**config.mk**
```make
export PLATFORM = sky130hd
export DESIGN_NAME = vgapatgen
export DESIGN_NICKNAME = d
export VERILOG_FILES = /design/src/rtl/vgapatgen.sv
export SDC_FILE = /design/constraint.sdc
export NUM_CORES = 1
export LEC_CHECK = 0
export CAP_MARGIN = 10
export CELL_PAD_IN_SITES_DETAIL_PLACEMENT = 0
export CELL_PAD_IN_SITES_GLOBAL_PLACEMENT = 1
export CORE_MARGIN = 1
export CORE_UTILIZATION = 37
export CTS_CLUSTER_SIZE = 40
export DETAILED_ROUTE_END_ITERATION = 10
export HOLD_SLACK_MARGIN = 0.02
export PLACE_DENSITY = 0.83
export SKIP_CTS_REPAIR_TIMING = 1
export SLEW_MARGIN = 10
export SYNTH_ARGS = -nofsm -noshare
export SYNTH_HDL_FRONTEND = slang
export SYNTH_SLANG_ARGS = --single-unit
```
**constraint.sdc**
```tcl
create_clock -name i_pixclk -period 2.4 [get_ports i_pixclk]
set_input_delay 0.24 -clock i_pixclk [delete_from_list [all_inputs] [get_ports i_pixclk]]
set_output_delay 0.24 -clock i_pixclk [all_outputs]
set_load 0.05 [all_outputs]
```
**src/rtl/vgapatgen.sv**
```systemverilog
// ---------------------------------------------------------------------------
// vgapatgen: multi-mode VGA test-pattern source.
//
// Sits between the video timing generator and the pixel output path and
// follows the read/newline/newframe protocol. One pixel is produced for each
// accepted i_rd. The pixel is registered from the position held before the
// read, so o_pixel is valid one cycle after the i_rd edge and holds otherwise.
//
// Patterns (latched from i_mode at each i_newframe):
//   0 black, 1 colour bars, 2 scrolling bars, 3 checkerboard,
//   4 horizontal grey ramp, 5 vertical grey ramp, 6 solid i_solid, 7 RGB ramp.
// An optional 1-pixel white border overrides every pattern except black.
//
// Ports:
//   i_pixclk    pixel clock
//   i_reset_n   synchronous active-low reset
//   i_width     active pixels per line
//   i_height    active lines per frame
//   i_rd        pixel request, one pixel consumed per asserted cycle
//   i_newline   start of a new line
//   i_newframe  start of a new frame
//   i_mode      requested pattern, sampled at frame start
//   i_check_sh  checker square side = 2^(i_check_sh+2) pixels
//   i_solid     colour for the solid pattern, {R,G,B}
//   o_pixel     registered pixel, {R,G,B}
//   o_frame     16-bit frame counter
// ---------------------------------------------------------------------------
module vgapatgen #(
  parameter int BITS_PER_COLOR = 8,
  parameter int LGDIM          = 12,
  parameter int BORDER         = 1,
  parameter int SCROLL_SH      = 3
) (
  input  logic                        i_pixclk,
  input  logic                        i_reset_n,
  input  logic [LGDIM-1:0]            i_width,
  input  logic [LGDIM-1:0]            i_height,
  input  logic                        i_rd,
  input  logic                        i_newline,
  input  logic                        i_newframe,
  input  logic [2:0]                  i_mode,
  input  logic [2:0]                  i_check_sh,
  input  logic [3*BITS_PER_COLOR-1:0] i_solid,
  output logic [3*BITS_PER_COLOR-1:0] o_pixel,
  output logic [15:0]                 o_frame
);

  localparam int PW = 3 * BITS_PER_COLOR;
  localparam bit BORDER_EN = (BORDER != 0);
  localparam logic [BITS_PER_COLOR-1:0] CF = {BITS_PER_COLOR{1'b1}};
  localparam logic [BITS_PER_COLOR-1:0] CZ = '0;
  localparam logic [LGDIM-1:0] ONE = LGDIM'(1);

  // Colour-bar table: white, yellow, cyan, green, magenta, red, blue, black.
  function automatic logic [PW-1:0] bar_color(input logic [2:0] idx);
    case (idx)
      3'd0:    return {CF, CF, CF};
      3'd1:    return {CF, CF, CZ};
      3'd2:    return {CZ, CF, CF};
      3'd3:    return {CZ, CF, CZ};
      3'd4:    return {CF, CZ, CF};
      3'd5:    return {CF, CZ, CZ};
      3'd6:    return {CZ, CZ, CF};
      default: return {CZ, CZ, CZ};
    endcase
  endfunction

  // Position to colour component: truncate, or zero-extend when narrower.
  function automatic logic [BITS_PER_COLOR-1:0] pos_comp(input logic [LGDIM-1:0] v);
    return BITS_PER_COLOR'(v);
  endfunction

  function automatic logic [BITS_PER_COLOR-1:0] frm_comp(input logic [15:0] v);
    return BITS_PER_COLOR'(v);
  endfunction

  logic [LGDIM-1:0] hpos_q, hpos_d;
  logic [LGDIM-1:0] ypos_q, ypos_d;
  logic [LGDIM-1:0] hedge_q, hedge_d;
  logic [2:0]       bar_q, bar_d;
  logic [15:0]      frame_q, frame_d;
  logic [2:0]       mode_q, mode_d;
  logic             rd_seen_q, rd_seen_d;
  logic [PW-1:0]    pixel_q, pixel_d;

  logic [PW-1:0]    pix_c;
  logic [LGDIM-1:0] bar_step;
  logic [3:0]       ck_idx;
  logic [LGDIM-1:0] ck_h, ck_y;
  logic [2:0]       scroll_idx;
  logic             on_edge;
  logic [BITS_PER_COLOR-1:0] hcomp, ycomp;

  assign bar_step = i_width >> 3;

  // Pattern for the current (pre-increment) position.
  always_comb begin
    pix_c      = '0;
    ck_idx     = {1'b0, i_check_sh} + 4'd2;
    ck_h       = hpos_q >> ck_idx;
    ck_y       = ypos_q >> ck_idx;
    scroll_idx = bar_q + frame_q[SCROLL_SH+2:SCROLL_SH];
    hcomp      = pos_comp(hpos_q);
    ycomp      = pos_comp(ypos_q);
    on_edge    = (hpos_q == '0) || (hpos_q == i_width - ONE) ||
                 (ypos_q == '0) || (ypos_q == i_height - ONE);
    if ((hpos_q >= i_width) || (ypos_q >= i_height)) begin
      pix_c = '0;
    end else if (mode_q == 3'd0) begin
      pix_c = '0;
    end else if (BORDER_EN && on_edge) begin
      pix_c = '1;
    end else begin
      case (mode_q)
        3'd1:    pix_c = bar_color(bar_q);
        3'd2:    pix_c = bar_color(scroll_idx);
        3'd3:    pix_c = (ck_h[0] ^ ck_y[0]) ? '1 : '0;
        3'd4:    pix_c = {hcomp, hcomp, hcomp};
        3'd5:    pix_c = {ycomp, ycomp, ycomp};
        3'd6:    pix_c = i_solid;
        3'd7:    pix_c = {hcomp, ycomp, frm_comp(frame_q)};
        default: pix_c = '0;
      endcase
    end
  end

  // Next state: newframe > newline > rd. A read colliding with a line or
  // frame start is dropped, so the pixel holds.
  always_comb begin
    hpos_d    = hpos_q;
    ypos_d    = ypos_q;
    hedge_d   = hedge_q;
    bar_d     = bar_q;
    frame_d   = frame_q;
    mode_d    = mode_q;
    rd_seen_d = rd_seen_q;
    pixel_d   = pixel_q;
    if (i_newframe) begin
      ypos_d    = '0;
      frame_d   = frame_q + 16'd1;
      mode_d    = i_mode;
      rd_seen_d = 1'b0;
      if (i_newline) begin
        hpos_d  = '0;
        bar_d   = '0;
        hedge_d = bar_step;
      end
    end else if (i_newline) begin
      hpos_d    = '0;
      bar_d     = '0;
      hedge_d   = bar_step;
      rd_seen_d = 1'b0;
      // Blank lines (no reads) do not advance the line counter.
      if (rd_seen_q) ypos_d = ypos_q + ONE;
    end else if (i_rd) begin
      hpos_d    = hpos_q + ONE;
      rd_seen_d = 1'b1;
      pixel_d   = pix_c;
      if ((hpos_q >= hedge_q) && (bar_q != 3'd7)) begin
        bar_d   = bar_q + 3'd1;
        hedge_d = hedge_q + bar_step;
      end
    end
  end

  always_ff @(posedge i_pixclk) begin
    if (!i_reset_n) begin
      hpos_q    <= '0;
      ypos_q    <= '0;
      hedge_q   <= bar_step;
      bar_q     <= '0;
      frame_q   <= '0;
      mode_q    <= '0;
      rd_seen_q <= 1'b0;
      pixel_q   <= '0;
    end else begin
      hpos_q    <= hpos_d;
      ypos_q    <= ypos_d;
      hedge_q   <= hedge_d;
      bar_q     <= bar_d;
      frame_q   <= frame_d;
      mode_q    <= mode_d;
      rd_seen_q <= rd_seen_d;
      pixel_q   <= pixel_d;
    end
  end

  assign o_pixel = pixel_q;
  assign o_frame = frame_q;

endmodule
```
==> results of run 1 <==
-- power groups by stage --
stage | Sequential (mW) | Clock (mW) | Combinational [mW]
6_report | 1.47 | 1.35 | 0.823
2_1_floorplan | 1.55 | 0 | 0.391
3_5_place_dp | 1.51 | 0 | 0.783
4_1_cts | 1.47 | 1.37 | 0.787
5_1_grt | 1.48 | 1.44 | 0.898
3_3_place_gp | 1.51 | 0 | 0.774
-- worst max path at each step --
stage,cells past startpoint,to,start
after global placement,10,o_pixel[7],i_width[1]
after CTS,10,o_pixel[7],i_width[1]
after floorplan,10,o_pixel[10],ypos_q[0]
after detailed placement,10,o_pixel[7],i_width[1]
after global routing,8,o_pixel[23],i_width[5]
final,8,o_pixel[16],i_width[5]
-- layout by cell type, fill, tap and decap left out, types with 10 or more instances in the layout --
| cell type | Yosys | layout |
|---|---|---|
| o21bai_1 | 11 | 11 |
| a21oi_1 | 40 | 38 |
| o21ai_0 | 36 | 30 |
| inv_1 | 47 | 44 |
| nand4_1 | 12 | 12 |
| mux2i_1 | 28 | 28 |
| o221a_2 | 23 | 22 |
| buf_4 | 0 | 90 |
| nand2_1 | 64 | 63 |
| clkdlybuf4s50_1 | 0 | 92 |
| nor3_1 | 15 | 15 |
| and2_1 | 40 | 40 |
| nor2_1 | 41 | 41 |
| xnor2_1 | 42 | 42 |
| nand2b_1 | 11 | 11 |
| dfxtp_1 | 74 | 70 |
| ha_1 | 59 | 56 |
| xor2_1 | 35 | 35 |
| nand3_1 | 10 | 10 |
| and3_1 | 12 | 12 |
| nor2b_1 | 13 | 12 |
| a21o_1 | 18 | 18 |
| clkbuf_16 | 0 | 11 |
-- worst reg2reg max path, stage by stage, from the launching register on --
cell	delay, ns
dfxtp_4	0.38
or3b_2	0.45
or4_4	0.53
nand4_1	0.12
a2bb2oi_2	0.19
nand4_4	0.21
nand3_4	0.20
o221a_2	0.21
-- sequential cells by signal, indices dropped and copies added (netlist names) --
register,count
o_pixel,24
o_frame,16
hedge_q,12
hpos_q,12
ypos_q,12
bar_q,3
mode_q,3
rd_seen_q,1
-- cell families (layout without fill, tap and decap cells) --
logic type	after synthesis	after routing	share of synthesized area
muxes	32	32	0.05346
buffers and inverters	97	260	0.05570
xor gates and xnor gates	77	77	0.1004
AOI/OAI and AO/OA	185	185	0.1990
and+or+nand+nor	264	264	0.2148
DFF	83	83	0.2608
adders and majority gates	61	61	0.1159
-- routing by layer --
layer  up-vias  part of all wire
met3        20             0.052
li1       3184                 -
met1      2983              0.47
met5         -                 0
met4         0             0.012
met2       157              0.46
-- layout make-up --
| class | instances | area [um2] | share of cell area |
|---|---|---|---|
| multi-input combinational | 619 | 4743 | 0.5238 |
| timing repair buffer | 196 | 1807 | 0.1995 |
| inverter | 48 | 180.2 | 0.01990 |
| tap | 225 | 281.5 | 0.03109 |
| sequential | 83 | 1759 | 0.1943 |
| clock inverter | 6 | 46.29 | 0.005112 |
| clock buffer | 10 | 239.0 | 0.02639 |
-- stage by stage --
step	power (mW)	instances	util	worst slack, ns
finish	3.643	1187	0.5164	0.004127
global route	3.813	1187	0.5164	-0.02044
CTS	3.634	1183	0.5016	-0.1834
detailed placement	2.288	1167	0.4853	-0.5408
global placement	2.280	1167	0.4853	-0.5029
floorplan	1.946	799	-	-0.05722
==> flow_metrics.env, run 1 <==
export IMPL_status="finished, final reports clean"
export IMPL_cp_top_family="simple AND/OR/NAND/NOR gates"
export IMPL_final_nets=1077
export IMPL_n_antenna_cell=0
export IMPL_finalHoldViolCount=0
export IMPL_num_vias=6344
export IMPL_slowest_delay_ns=0.56
export IMPL_grt_max_degree=42
export IMPL_reg2reg_slack_ns=0.05
export IMPL_worstHoldStart="i_width[4]"
export IMPL_synthesis_nets=919
export IMPL_root_buffer="clkbuf_16"
export IMPL_p_seq_frac=0.405
export IMPL_busiest_layer="met2"
export IMPL_dr_first_iter_drc_count=408
export IMPL_hold_depth=4
export IMPL_hold_end="hedge_q[1]"
export IMPL_maxSlewViolCount=0
export IMPL_p_leak_nw=3.819
export IMPL_timing_rr_start="hpos_q[8]"
export IMPL_required_ns=2.70
export IMPL_internal_power_mw=2.584
export IMPL_power_density_nw_per_um2=402.3
export IMPL_cts_sinks=83
export IMPL_startpoint_type="input pin"
export IMPL_synth_edf_count=9
export IMPL_place_area_um2=8511
export IMPL_reg2reg_depth=7
export IMPL_drc=0
export IMPL_yosys_top_cells_area="dfxtp_1, ha_1, xnor2_1, xor2_1, mux2i_1"
export IMPL_cap_violations=0
export IMPL_regToRegEndpoint="o_pixel[16]"
export IMPL_ys_seq_area_frac=0.2608
export IMPL_combinationalPowerShare=0.226
export IMPL_antenna_left=0
export IMPL_synth_cells_most_frequent="dfxtp_1, nand2_1, ha_1"
export IMPL_top_level_ports=99
export IMPL_end_kind="register"
export IMPL_worstPathArrival_ns=2.69
export IMPL_stdcell_area_um2=9056
export IMPL_swShare=0.2907
export IMPL_syn_cell_area_um2=6716
export IMPL_cts_tree="yes"
export IMPL_ys_types=63
export IMPL_track_usage=0.2080
export IMPL_clk_path_buf_depth=2
export IMPL_floorplan_initialDensity=0.3830
export IMPL_use_met3=0.03630
export IMPL_hold_class="in -> reg"
export IMPL_io_buffers=98
export IMPL_drive_gt1_frac=0.1923
export IMPL_grt_pass1_vias=6061
export IMPL_grt_pass1_wl_um=30390
export IMPL_ir_worst_vdd_uv=330.7
export IMPL_wirelength_um=19600
export IMPL_yosysMostFrequentCell="dfxtp_1"
export IMPL_power_clock_fraction=0.369
export IMPL_critical_path_buf_inv_count=1
export IMPL_synthCells=799
export IMPL_dr_pass1_iters=4
export IMPL_clock_fmax_ghz=0.4174
export IMPL_syn_avg_cell_area_um2=8.406
export IMPL_synthFlopType="dfxtp_1"
export IMPL_grt_overflow_total=0
export IMPL_die_w_um=136.7
export IMPL_worst_hold_slack_ns=0.4111
export IMPL_worstPathCellList="clkdlybuf4s50_1, or4_4, or4_1, nand4_1, a2bb2oi_2, nand4_4, nand3_4, o221a_2"
export IMPL_area_growth_pct=34.84
export IMPL_skew_ns=0.008269
export IMPL_worst_path_max_fanout=8
export IMPL_max_slew_margin=0.4591
export IMPL_nFillCells=1674
export IMPL_setup_tns_ns=0
export IMPL_dieArea_um2=18700
export IMPL_ys_warnings_count=0
export IMPL_grt_use_met2=0.3384
export IMPL_wl_per_cell_um=16.51
export IMPL_clock_latency_ns=0.35
export IMPL_antenna_found_initial=0
export IMPL_post_route_min_period_ns=2.396
export IMPL_synth_async_reset_ratio=0
export IMPL_die_h_um=136.7
export IMPL_ys_ff_latch=83
export IMPL_switchingPower_mw=1.059
export IMPL_place_congestion=0.8450
export IMPL_setup_viol=0
export IMPL_row_count=48
export IMPL_clk_pin_slew_ns=0.07
export IMPL_post_route_period_util=0.9983
export IMPL_netlist_area_leader_share=0.2206
export IMPL_cts_max_level=3
export IMPL_met1_usage=0.2830
export IMPL_avgViaCountPerCell=5.345
export IMPL_place_hpwl_um=14830
export IMPL_synth_largest_area_cell="dfxtp_1"
export IMPL_worst_pin_slew_ns=0.8097
export IMPL_path_class="in -> reg"
export IMPL_coreArea_um2=17540
export IMPL_crit_slowest_cell="or4_4"
export IMPL_numCtsBuffers=9
(Power assumes the default switching activity.)
==> run 2, diff against run 1 <==
Settings changed: GPL_ROUTABILITY_DRIVEN from default to 0.
==> results of run 2 <==
No change in the layout: final DEF, timing and power equal those of run 1.
